**src/rtl/alu_writeback.sv**
```systemverilog
// alu_writeback: write-back stage of the ALU datapath.
// Completed ALU results (one or two words, each tagged with a destination
// register) are queued in a small circular FIFO and then written, one word per
// accepted memory cycle, through a registered valid/ready write port.
// Dual-result ops write lo to rdst1 first, then hi to rdst2.
module alu_writeback #(
  parameter int DATA_W = 16,
  parameter int ADDR_W = 5,
  parameter int DEPTH  = 4
) (
  input  logic                       clk,
  input  logic                       rst_n,
  input  logic                       in_valid,
  output logic                       in_ready,
  input  logic                       in_dual,
  input  logic [ADDR_W-1:0]          in_rdst1,
  input  logic [ADDR_W-1:0]          in_rdst2,
  input  logic [DATA_W-1:0]          in_lo,
  input  logic [DATA_W-1:0]          in_hi,
  output logic                       mem_we,
  output logic [ADDR_W-1:0]          mem_addr,
  output logic [DATA_W-1:0]          mem_wdata,
  input  logic                       mem_ready,
  output logic                       busy,
  output logic [$clog2(DEPTH+1)-1:0] count
);

  localparam int PW = (DEPTH > 1) ? $clog2(DEPTH) : 1;
  localparam int CW = $clog2(DEPTH + 1);

  localparam logic [1:0] IDLE  = 2'd0;
  localparam logic [1:0] WR_LO = 2'd1;
  localparam logic [1:0] WR_HI = 2'd2;

  typedef struct packed {
    logic              dual;
    logic [ADDR_W-1:0] rdst1;
    logic [ADDR_W-1:0] rdst2;
    logic [DATA_W-1:0] lo;
    logic [DATA_W-1:0] hi;
  } entry_t;

  entry_t          fifo [DEPTH];
  entry_t          head;
  logic [PW-1:0]   wr_ptr;
  logic [PW-1:0]   rd_ptr;
  logic [1:0]      state;
  logic            hold_dual;
  logic [ADDR_W-1:0] hold_rdst2;
  logic [DATA_W-1:0] hold_hi;
  logic            push;
  logic            pop;
  logic            done;

  // Full is judged on the registered count only: a pop this cycle never frees
  // a slot for a push in the same cycle.
  assign in_ready = (count != CW'(DEPTH));
  assign push     = in_valid && in_ready;
  assign done     = mem_we && mem_ready;
  assign head     = fifo[rd_ptr];
  assign busy     = (state != IDLE) || (count != '0);

  // Decide when the FSM takes the FIFO head into the holding register.
  // NOTE: every signal assigned in a combinational block gets a default first,
  // otherwise an unassigned path infers a latch.
  always_comb begin
    pop = 1'b0;
    case (state)
      IDLE:    pop = (count != '0);
      WR_LO:   pop = done && !hold_dual && (count != '0);
      WR_HI:   pop = done && (count != '0);
      default: pop = 1'b0;
    endcase
  end

  // FIFO storage: written on accepted input, never cleared.
  // NOTE: the storage array has no reset; pointers and count define which
  // entries are valid, and a reset-free array maps onto plain RAM/flops.
  always_ff @(posedge clk) begin
    if (push) fifo[wr_ptr] <= '{dual: in_dual, rdst1: in_rdst1, rdst2: in_rdst2,
                                lo: in_lo, hi: in_hi};
  end

  // Pointers and occupancy; pointers wrap naturally since DEPTH is a power of two.
  // NOTE: sequential state uses non-blocking assignments so every register
  // samples the pre-edge values of the others.
  always_ff @(posedge clk or negedge rst_n) begin
    if (!rst_n) begin
      wr_ptr <= '0;
      rd_ptr <= '0;
      count  <= '0;
    end else begin
      if (push) wr_ptr <= wr_ptr + PW'(1);
      if (pop)  rd_ptr <= rd_ptr + PW'(1);
      case ({push, pop})
        2'b10:   count <= count + CW'(1);
        2'b01:   count <= count - CW'(1);
        default: count <= count;
      endcase
    end
  end

  // Write FSM: registered memory request, held stable until mem_ready.
  always_ff @(posedge clk or negedge rst_n) begin
    if (!rst_n) begin
      state      <= IDLE;
      mem_we     <= 1'b0;
      mem_addr   <= '0;
      mem_wdata  <= '0;
      hold_dual  <= 1'b0;
      hold_rdst2 <= '0;
      hold_hi    <= '0;
    end else if (pop) begin
      // Start the lo write of the next entry (also back-to-back from WR_LO/WR_HI).
      state      <= WR_LO;
      mem_we     <= 1'b1;
      mem_addr   <= head.rdst1;
      mem_wdata  <= head.lo;
      hold_dual  <= head.dual;
      hold_rdst2 <= head.rdst2;
      hold_hi    <= head.hi;
    end else if (done) begin
      if (state == WR_LO && hold_dual) begin
        state     <= WR_HI;
        mem_addr  <= hold_rdst2;
        mem_wdata <= hold_hi;
      end else begin
        state  <= IDLE;
        mem_we <= 1'b0;
      end
    end else if (state != IDLE && state != WR_LO && state != WR_HI) begin
      state  <= IDLE;
      mem_we <= 1'b0;
    end
  end

endmodule

```
**config.mk**
```make
export PLATFORM = sky130hd
export DESIGN_NAME = alu_writeback
export DESIGN_NICKNAME = d
export VERILOG_FILES = /design/src/rtl/alu_writeback.sv
export SDC_FILE = /design/constraint.sdc
export NUM_CORES = 1
export LEC_CHECK = 0
export CAP_MARGIN = 20
export CORE_MARGIN = 2
export CORE_UTILIZATION = 52
export DETAILED_ROUTE_END_ITERATION = 10
export GPL_TIMING_DRIVEN = 0
export HOLD_SLACK_MARGIN = 0.02
export PLACE_DENSITY = 0.78
export SYNTH_ARGS = -nofsm -noshare
export SYNTH_HDL_FRONTEND = slang
export SYNTH_SLANG_ARGS = --single-unit
```
**constraint.sdc**
```tcl
create_clock -name clk -period 2.6 [get_ports clk]
set_input_delay 0.39 -clock clk [delete_from_list [all_inputs] [get_ports clk]]
set_output_delay 0.39 -clock clk [all_outputs]
set_load 0.01 [all_outputs]
```
# Word-level counts from Yosys, hierarchy flattened
# Memories as Yosys holds them, arrays and structs flattened.
# Cells that the tools add are included.
dict set report totals {
  reg_bits 53
  ramBits 172
  in_bits 47
  output_inout_bits 27
  mem_count 1
}
# memory words width read_ports rd_clocked_by_memory_dff write_ports line
set mem_list {}
lappend mem_list {fifo 4 43 1 0 1 43} ;# entry_t fifo [DEPTH];
dict set report op_classes {
  add_sub_neg 4
  n_eq_ne 8
  mux 18
  n_reduce_logical 19
}
# cell n
set op_table {}
lappend op_table {{$mux W16} 3}
lappend op_table {{$mux W5} 3}
lappend op_table {{$logic_and A1 B1 Y1} 8}
lappend op_table {{$mux W2} 4}
lappend op_table {{$reduce_bool A2 Y1} 4}
lappend op_table {{$mux W1} 6}
lappend op_table {{$ne A3 B3 Y1 const B} 2}
lappend op_table {{$pmux W3 S2} 1}
lappend op_table {{$reduce_bool A3 Y1} 2}
lappend op_table {{$add A2 B1 Y2 const B} 2}
lappend op_table {{$eq A2 B1 Y1 const B} 2}
lappend op_table {{$eq A2 B2 Y1 const B} 2}
lappend op_table {{$reduce_and A2 Y1} 2}
lappend op_table {{$add A3 B1 Y3 const B} 1}
lappend op_table {{$pmux W1 S3} 1}
lappend op_table {{$sub A3 B1 Y3 const B} 1}
lappend op_table {{$logic_not A2 Y1} 1}
lappend op_table {{$ne A2 B1 Y1 const B} 1}
lappend op_table {{$ne A2 B2 Y1 const B} 1}
lappend op_table {{$logic_not A1 Y1} 1}
lappend op_table {{$logic_or A1 B1 Y1} 1}

# Depth between registers and ports, before layout
# Gate-level depths: netlist of run 1.
dict set report logic_depth {
  ltp_word 6
  depth_mapped 12
  ltp_nobuf 11
}

# Worst setup path before layout of run 1
# No wires, ideal clock.
dict set report synth_timing {
  kind {register to register}
  start {reg state[0]}
  end {reg count[2]}
  setup_time_ns 0.128
  t_arrival_ns 2.268
  required_time_ns 2.472
  path_slack_ns 0.205
  stages_incl_launch_ff 13
  synth_period_minus_slack_ns 2.395
  cell_sequence {dfrtp_1 > inv_1 > ha_1 > nand2b_1 > a41o_1 > nand2_4 > inv_4 > clkbuf_1 > ha_1 > fa_1 > xnor2_1 > nor2_1 > xor2_1}
}
dict set report synth_via {
  elab_chain_len 4
}
# item line
set synth_lines {}
lappend synth_lines {{start: declaration} 47} ;# logic [1:0] state;
lappend synth_lines {{start signal: assignment} 106} ;# state <= IDLE;
lappend synth_lines {{start signal: assignment} 115} ;# state <= WR_LO;
lappend synth_lines {{start signal: assignment} 124} ;# state <= WR_HI;
lappend synth_lines {{$eq A2 B2 Y1, or another cell as far along} 68} ;# case (state)
lappend synth_lines {{$pmux W1 S3 (*)} 68}
lappend synth_lines {{named net pop} 52} ;# logic pop;
lappend synth_lines {{$eq A2 B1 Y1 / $eq A2 B2 Y1 (equally long branches)} 95} ;# case ({push, pop})
lappend synth_lines {{$pmux W3 S2 / $reduce_bool A2 Y1 (equally long branches)} -}
lappend synth_lines {{end signal: assignment} 96} ;# 2'b10: count <= count + CW'(1);
lappend synth_lines {{end signal: assignment} 97} ;# 2'b01: count <= count - CW'(1);
lappend synth_lines {{end signal: assignment} 98} ;# default: count <= count;
lappend synth_lines {{end: declaration} 25} ;# output logic [$clog2(DEPTH+1)-1:0] count
# Mark *: on every way through the listed nets, which the timed path passes. The rest lies on a longest branch.
# A chain may end at the register's enable or synchronous reset.

# Final worst setup path of run 1
dict set report layout_timing {
  start {reg state[0]}
  end {reg count[2]}
}
dict set report layout_via {
  elab_chain_len 4
}
# item line
set layout_lines {}
lappend layout_lines {{$eq A2 B2 Y1, or another cell as far along} 68}
lappend layout_lines {{$pmux W1 S3 (*)} 68}
lappend layout_lines {{$eq A2 B1 Y1 / $eq A2 B2 Y1 (equally long branches)} 95}
lappend layout_lines {{$pmux W3 S2 / $reduce_bool A2 Y1 (equally long branches)} -}
# Every way passes the cells marked *; elsewhere a longest branch is shown, timed or not.

==> results of run 1 <==
## routing by layer
layer  part of all wire (%)  GRT usage, %
met1                     41          26.7
met2                     51          33.0
met3                    5.4          3.58
met4                    2.4          5.44
met5                      0             0
## worst max-delay path: cells and delay by family (launching register included)
kind            cells  cell delay (ps)
fa+ha+maj           3              810
flops               1              380
simple gates        3              380
compound gates      1              320
xor+xnor            2              310
buf+inv             2              180
## cell usage after synthesis (3+ instances only)
cell,n
ha_1,9
xnor2_1,5
mux4_2,37
and3_1,4
buf_1,3
edfxtp_1,172
inv_1,6
mux2_4,17
dfrtp_1,53
mux2_2,7
nand2_1,6
buf_2,6
mux4_1,6
mux2i_1,21
buf_6,5
nand3_1,22
clkbuf_1,4
o21ai_0,22
## through the flow
step	setup WS, ps	hold slack, ps	utilization [%]	cell area [um2]
after floorplan	205	94.4	-	8730
after detailed placement	-444	368	59.5	9840
final	146	375	64.2	10600
after global routing	4.68	423	64.2	10600
after global placement	-625	493	58.9	9740
after CTS	59.1	376	64.1	10600
## cells by family (layout without fill, tap and decap cells)
logic type | after synthesis | count (layout) | share of synthesized area [%]
mux | 88 | 88 | 17.6
other cells | 0 | 1 | 0
fa+ha+maj | 10 | 10 | 1.52
xor+xnor | 6 | 6 | 0.602
buf+inv | 27 | 147 | 2.08
flops | 225 | 225 | 74.4
compound gates | 25 | 25 | 1.49
simple gates | 40 | 40 | 2.37
## area by class of cell
cell class,instances,area (um2),area share [%]
Buffer,19,149,1.40
Antenna cell,1,2.50,0.0236
Tap cell,220,275,2.59
Clock buffer,34,708,6.67
Inverter,7,28.8,0.271
Multi-Input combinational cell,169,2070,19.5
Clock inverter,7,41.3,0.389
Timing Repair Buffer,80,843,7.95
Sequential cell,225,6490,61.2
## what timing repair did
action,4_1_cts,5_1_grt
endpoints found under the hold margin,17,0
setup endpoints to repair,2,2
setup buffers,0,1
hold buffers,1,0
resized for setup,0,2
## sequential cells by signal, summed over array words and instances (netlist names), 2 cells and up
signal / cells
hold_hi: 16
hold_rdst2: 5
wr_ptr: 2
mem_wdata: 16
mem_addr: 5
state: 2
count: 3
rd_ptr: 2
fifo: 172
## power by group through the flow
stage                     Clock, uW  Combinational [uW]  Sequential [uW]
after floorplan                   0                3110             5400
after global placement            0                4420             5450
after detailed placement          0                4670             5460
after CTS                      3230                4690             5410
after global routing           3390                5030             5480
final                          3180                4640             5400
## path summary, 6_finish.rpt
kind / from / to / slack (ps) / cells after the start
setup / recovery: state[0] / count[2] / 150 / 11
hold / removal: rst_n / hold_hi[5] / 370 / 2
setup reg to reg: state[0] / count[2] / 150 / 11
hold reg to reg: hold_hi[15] / hold_hi[15] / 510 / 1
max in group asynchronous: rst_n / mem_wdata[14] / 1640 / 3
min in group clk: hold_hi[15] / hold_hi[15] / 510 / 1
==> results.toml, run 1 <==
[logic_synthesis]
netlist.area_leader.share_pct = 59.2
yosysSeqAreaShare_pct = 74.4
async_reset_ff_share_pct = 23.6
synth_cells = 421
yosys_register_bits = 225
yosysTopAreaCell = "edfxtp_1"
synth_edf_count = 172
synth_area_leaders = "edfxtp_1 59%, dfrtp_1 15%, mux4_2 9.5%"
syn_nets = 478
synth_warnings = 0
synth_area_um2 = 8730
avgSynthCellArea_um2 = 20.7
ys_types = 31
synth_ff_type = "edfxtp_1"

[drt]
vias = 4305
drc_errors = 0
drtPass1Iterations = 4
wl_per_cell_um = 21.9
dr.first_iter.drc_count = 275
ant_nets = 0
drt_wl_total_um = 16700
via_per_inst = 5.65

[timing]
post-route-min-period_ps = 2450
slew-limit-headroom_pct = 53.8
timing.setup.tns_ps = 0
rsz0062_at_grt = "false"
clock_skew_ps = 9.01
fmax_ghz = 0.408
fin_crit_sh_pct = 94.4
setup_violations = 0
finalHoldViolations = 0
drv_slew = 0
tightest_slew_ps = 693

[worst_setup_path]
critPathKind = "reg -> reg"
arrival_ps = 2870
end_kind = "register"
crit_path_cell_trace = "inv_1 > ha_1 > nand2b_1 > a41o_4 > nand2_4 > inv_4 > ha_1 > fa_1 > xnor2_1 > nor2_1 > xor2_1"
cp_slowest_stage_delay_ps = 390
critical_path.slowest_cell = "fa_1"
crit_fanout = 18
start_kind = "register"
crit_required_ps = 3020
crit_path_frequent_cell = "ha_1"

[final_layout]
layout-drive-gt1-share_pct = 23.5
final_cell_mix = "172 x edfxtp_1, 72 x clkdlybuf4s50_1, 53 x dfrtp_1"
synthToLayoutAreaGrowth_pct = 21.6
final_cell_count_no_fill = 762
fill_cells = 1105
final_common_cell = "edfxtp_1"
final_net_count = 582

[clocking]
path_clk_slew_ps = 60
clockBufferDepth = 3
clock_latency_ps = 500
cts_root_buf = "clkbuf_16"
clock-sinks = 225
h-tree-depth = 1
cts_buffers = 23
cts_tree = "done"

[pwr]
ir_drop_uv = 730
leakage_uw = 0.00390
power_frac_clock_pct = 24.0
p_int_uw = 9220
swShare_pct = 30.2
seqPwrFrac_pct = 40.9
power_frac_comb_pct = 35.1
p_sw_uw = 3990
finalPower_uw = 13200
power_density_nw_per_um2 = 1250

[global_route]
grt_max_degree = 37
grt_antenna_before_repair = 0
grt-ovfl-total = 0
grt_pass1_wl_um = 26300
grt_usage_pct = 19.6
grt_pass1_vias = 4656

[placement]
dp.cells = 719
dp_hpwl_um = 10800
numPortBuffers = 73
gp_congestion = 0.817

[floorplan]
pin_count = 74
dieArea_um2 = 17800
die_x_um = 134
core_area_um2 = 16500
die_y_um = 134
start_util_pct = 52.8
rows = 47

[min_path]
hold_path_class = "in -> async"

[outcome]
status = "complete, no violations"

[job]
max_cap_violations = 0
(Power assumes the default switching activity.)
==> inputs of run 2 (changes only) <==
--- a/config.mk
+++ b/config.mk
@@ -7,11 +7,12 @@
 export LEC_CHECK = 0
 export CAP_MARGIN = 20
 export CORE_MARGIN = 2
-export CORE_UTILIZATION = 52
+export CORE_UTILIZATION = 57
 export DETAILED_ROUTE_END_ITERATION = 10
+export DONT_BUFFER_PORTS = 1
 export GPL_TIMING_DRIVEN = 0
 export HOLD_SLACK_MARGIN = 0.02
-export PLACE_DENSITY = 0.78
+export PLACE_DENSITY = 0.77
 export SYNTH_ARGS = -nofsm -noshare
 export SYNTH_HDL_FRONTEND = slang
 export SYNTH_SLANG_ARGS = --single-unit
==> run 2 against run 1 <==
Against the previous run:
- fmax up 2.2%
- critical path depth down 3
- non-clock buffer count down 30
- routed wire length down 1.7%
- cell count down 8.4%
- via count down 2.6%
- setup slack better by 53 ps
- clock skew down 0.80 ps
- critical endpoint is now count[1]
- largest cell class unchanged
==> results.toml, run 2 (synthesis results as in run 1) <==
[worst_setup_path]
reg2reg_slack_ps = 200
crit_path_frequent_cell = "ha_1"
crit_required_ps = 2990
worst-r2r-cell-count = 8
r2r-end = "count[1]"
crit_path_cell_trace = "buf_4 > ha_1 > nor2_2 > nand2_4 > inv_4 > ha_1 > fa_1 > mux2_2"
crit_fanout = 18
reg2reg_from = "state[0]"
critical_path.slowest_cell = "fa_1"
start_kind = "register"
endpoint = "count[1]"
arrival_ps = 2790
crit_path_start = "state[0]"
critPathKind = "reg -> reg"
end_kind = "register"
cp_slowest_stage_delay_ps = 420

[clocking]
cts_root_buf = "clkbuf_16"
path_clk_slew_ps = 60
clock-sinks = 225
cts_tree = "done"
cts_buffers = 22
clockBufferDepth = 3
clock_latency_ps = 510
h-tree-depth = 1

[timing]
fmax_ghz = 0.417
rsz0062_at_grt = "false"
drv_slew = 0
finalHoldViolations = 0
fin_crit_sh_pct = 92.3
slew-limit-headroom_pct = 54.7
tightest_slew_ps = 680
setup_violations = 0
post-route-min-period_ps = 2400
timing.setup.tns_ps = 0
clock_skew_ps = 8.21

[global_route]
grt.busiest_layer = "met2"
grt-ovfl-total = 0
grt_pass1_wl_um = 25600
grt_usage_pct = 21.0
grt_pass1_vias = 4486
grtUsageMet3_pct = 5.63
grt_antenna_before_repair = 0
gr-usage-met1_pct = 27.0
grt_max_degree = 54
grtUsageMet2_pct = 35.9

[placement]
dp.cells = 613
numPortBuffers = 0
gp_congestion = 0.798
dp_hpwl_um = 10300

[final_layout]
multi_input_area_um2 = 2060
largest_reg_flops = 172
fill_cells = 967
n_antenna_cell = 0
regArea_um2 = 6490
synthToLayoutAreaGrowth_pct = 17.1
reg.largest.list = "fifo x172, hold_hi x16, mem_wdata x16"
layout-drive-gt1-share_pct = 22.9
final_common_cell = "edfxtp_1"
final_cell_count_no_fill = 698
final_net_count = 551
final_cell_mix = "172 x edfxtp_1, 53 x dfrtp_1, 44 x dlygate4sd3_1"
regMostFlops = "fifo"
postLayoutCoreUtil_pct = 67.7

[pwr]
power_density_nw_per_um2 = 1240
leakage_uw = 0.00377
finalPower_uw = 12700
ir_drop_uv = 710

[drt]
dr.first_iter.drc_count = 328
drtPass1Iterations = 4
via_per_inst = 6.01
ant_nets = 0
wl_per_cell_um = 23.5
vias = 4194
drt_wl_total_um = 16400
drc_errors = 0

[floorplan]
die_y_um = 128
dieArea_um2 = 16300
pin_count = 74
rows = 45
core_area_um2 = 15100
start_util_pct = 57.9
die_x_um = 128

[min_path]
hold_path_class = "in -> reg"

[job]
max_cap_violations = 0

[outcome]
status = "complete, no violations"
## run 2: routing by layer
| layer | part of all wire, % | up-vias |
|---|---|---|
| li1 | - | 1826 |
| met4 | 2.5 | 0 |
| met1 | 39 | 2213 |
| met3 | 6.9 | 35 |
| met2 | 51 | 120 |
| met5 | 0 | - |
## run 2: repair_timing
item / 4_1_cts / 5_1_grt
hold buffers: 45 / 0
gates resized for setup: 0 / 1
gates cloned: 0 / 0
setup endpoints to repair: 2 / 1
buffers inserted: 0 / 1
endpoints found under the hold margin: 225 / 0
## run 2: how the worst min path moves through the flow
stage                    from   endpoint  slack [ps]  cells past startpoint
global route        mem_ready   state[1]         130                      3
CTS                 mem_ready   state[1]         110                      3
detailed placement      rst_n  wr_ptr[0]         100                      0
finish              mem_ready   state[1]         120                      3
global placement        rst_n   count[2]         100                      0
floorplan               rst_n   count[0]          90                      0
## run 2: report_power, final
group / switching [uW] / total [uW] / internal [uW]
Clock: 1280 / 3080 / 1800
Combinational: 2050 / 4080 / 2030
Sequential: 566 / 5520 / 4950
Total: 3900 / 12700 / 8780
## run 2: cell type report
cell class	instances	share of cell area, %
Sequential cell	225	63.5
Multi-Input combinational cell	169	20.2
Clock inverter	14	1.10
Timing Repair Buffer	50	5.43
Buffer	19	1.46
Clock buffer	26	5.74
Tap cell	188	2.30
Inverter	7	0.282
## run 2: worst max-delay path, delay by kind of cell, from the launching register on
kind / cells / cell delay, ps
muxes: 1 / 260
DFF: 1 / 380
buffers and inverters: 2 / 340
adders and majority gates: 3 / 880
and+or+nand+nor: 2 / 430
## run 2: stage by stage
stage / setup slack (ps) / cell area (um2) / hold slack (ps)
floorplan: 205 / 8730 / 94.4
global placement: -460 / 8960 / 95.6
detailed placement: -229 / 9050 / 95.9
CTS: 83.6 / 10200 / 114
global route: 37.2 / 10200 / 133
finish: 199 / 10200 / 124
==> inputs of run 3 (changes only) <==
==> constraint.sdc (replaced) <==
create_clock -name clk -period 2 [get_ports clk]
set_input_delay 0.3 -clock clk [delete_from_list [all_inputs] [get_ports clk]]
set_output_delay 0.3 -clock clk [all_outputs]
set_load 0.01 [all_outputs]
==> run 3 against run 2 <==
Against the previous run:
- the flow now finishes with violations (negative setup slack)
- die area unchanged
- fmax is 13% higher
- count of clock-buffer cells in the layout up 6
- register-to-register slack worse by 330 ps
- routed wire length up 1.5%
- non-clock buffer count rose by 14
- combinational power up 47%
- power is 36% higher
- flip-flop and latch count unchanged
- critical path depth increased by 2
- largest cell class unchanged
- largest power group unchanged
==> results.toml, run 3 (synthesis results as in run 1) <==
[final_layout]
synthToLayoutAreaGrowth_pct = 19.9
reg.largest.list = "fifo x172, hold_hi x16, mem_wdata x16"
final_area_um2 = 10500
fill_cells = 939
final_common_cell = "edfxtp_1"
multi_input_area_um2 = 2130
layout-drive-gt1-share_pct = 28.8
regArea_um2 = 6490
final_cell_mix = "172 x edfxtp_1, 51 x dfrtp_1, 44 x dlygate4sd3_1"
regMostFlops = "fifo"
largest_reg_flops = 172
n_antenna_cell = 0
final_net_count = 566

[worst_setup_path]
reg2reg_from = "state[1]"
r2r-end = "count[2]"
cp_top_family = "adder cells"
worst-r2r-cell-count = 10
crit_path_frequent_cell = "ha_4"
arrival_ps = 2540
start_kind = "register"
end_kind = "register"
critical_path.slowest_cell = "dfrtp_1"
cp_slowest_stage_delay_ps = 420
critPathKind = "reg -> reg"
crit_required_ps = 2410
crit_path_cell_trace = "inv_2 > ha_4 > a41o_4 > nand2_4 > inv_8 > ha_4 > fa_2 > xnor2_1 > nor2_1 > xor2_1"
crit_path_start = "state[1]"
crit_fanout = 3
cp_num_buf_inv = 2
reg2reg_slack_ps = -130

[drt]
met1Wirelength_um = 6620
wl_per_cell_um = 23.3
drt_wl_total_um = 16600
via_per_inst = 5.91
wl_met2_um = 8580
drc_errors = 0
drtPass1Iterations = 5
top_layer_used = "met4"
vias = 4212
ant_nets = 0
wl_met3_um = 1080
dr.first_iter.drc_count = 424

[floorplan]
core_area_um2 = 15100
die_y_um = 128
start_util_pct = 57.9
pin_count = 74
die_x_um = 128
dieArea_um2 = 16300
rows = 45

[timing]
setup_violations = 2
whs_ps = 47.2
fin_ws_ps = -132
drv_slew = 0
rsz0062_at_grt = "true"
clock_skew_ps = 17.5
fin_crit_sh_pct = 107
slew-limit-headroom_pct = 56.9
finalHoldViolations = 0
tightest_slew_ps = 646
post-route-min-period_ps = 2130
fmax_ghz = 0.469

[global_route]
grt_pass1_wl_um = 25400
grt_antenna_before_repair = 0
grt_pass1_vias = 4496
grt-ovfl-total = 0
grt_usage_pct = 20.8
grt_max_degree = 54

[clocking]
cts_tree = "done"
clock-sinks = 225
path_clk_slew_ps = 60
clock_latency_ps = 510
cts_buffers = 23
clockBufferDepth = 3
cts_root_buf = "clkbuf_16"
h-tree-depth = 1

[min_path]
hold_path_class = "in -> reg"
holdCritStartpoint = "mem_ready"
hold_path_end = "state[1]"
hold_path_depth = 3

[placement]
post_dp_cell_area_um2 = 9080
numPortBuffers = 0
gp_congestion = 0.745
dp_hpwl_um = 10300

[pwr]
finalPower_uw = 17300
ir_drop_uv = 1010
leakage_uw = 0.00388
power_density_nw_per_um2 = 1650

[outcome]
failed_checks = "negative setup slack"
status = "finished with violations"

[job]
max_cap_violations = 0
-- run 3: how the worst max path moves through the flow --
stage	end	slack [ps]	cells past startpoint
floorplan	count[2]	-240	12
global placement	count[1]	-410	10
detailed placement	count[2]	-490	12
CTS	count[2]	-120	11
global route	count[2]	-190	10
finish	count[2]	-130	10
-- run 3: area by class of cell --
class                      count  share of cell area [%]
clock buffer                  32                    6.11
buffer                        19                    1.52
multi-input combinational    169                    20.4
sequential                   225                    62.1
timing repair buffer          64                    6.43
clock inverter                 9                   0.921
inverter                       7                   0.323
tap                          188                    2.25
-- run 3: power breakdown --
part           switching (uW)  internal [uW]
clock network            1660           2480
logic                    2920           3060
registers                 717           6440
-- run 3: per-layer routing --
| metal | up-vias | global-route usage, % |
|---|---|---|
| met5 | - | 0 |
| li1 | 1857 | - |
| met3 | 32 | 4.42 |
| met4 | 0 | 5.69 |
| met2 | 124 | 35.4 |
| met1 | 2199 | 27.7 |
-- run 3: repair_timing --
item / in CTS / in global routing
pin swaps: 8 / 4
hold endpoints to repair: 225 / 0
setup buffers: 9 / 6
resized for setup: 13 / 11
setup endpoints to repair: 103 / 18
hold buffers: 45 / 0
-- run 3: stage by stage --
stage	setup TNS (ps)	instances	utilization [%]	worst slack (ps)
3_5_place_dp	-8450	613	60.2	-489
3_3_place_gp	-38530	609	59.7	-409
4_1_cts	-175	707	68.9	-122
5_1_grt	-781	713	69.3	-190
2_1_floorplan	-477	421	-	-242
6_report	-240	713	69.3	-132
-- run 3: worst register-to-register path: stages, from the launching register on --
cell and delay [ps]:
dfrtp_1 420, inv_2 80, ha_4 240, a41o_4 250, nand2_4 90, inv_8 50
ha_4 150, fa_2 330, xnor2_1 130, nor2_1 130, xor2_1 170
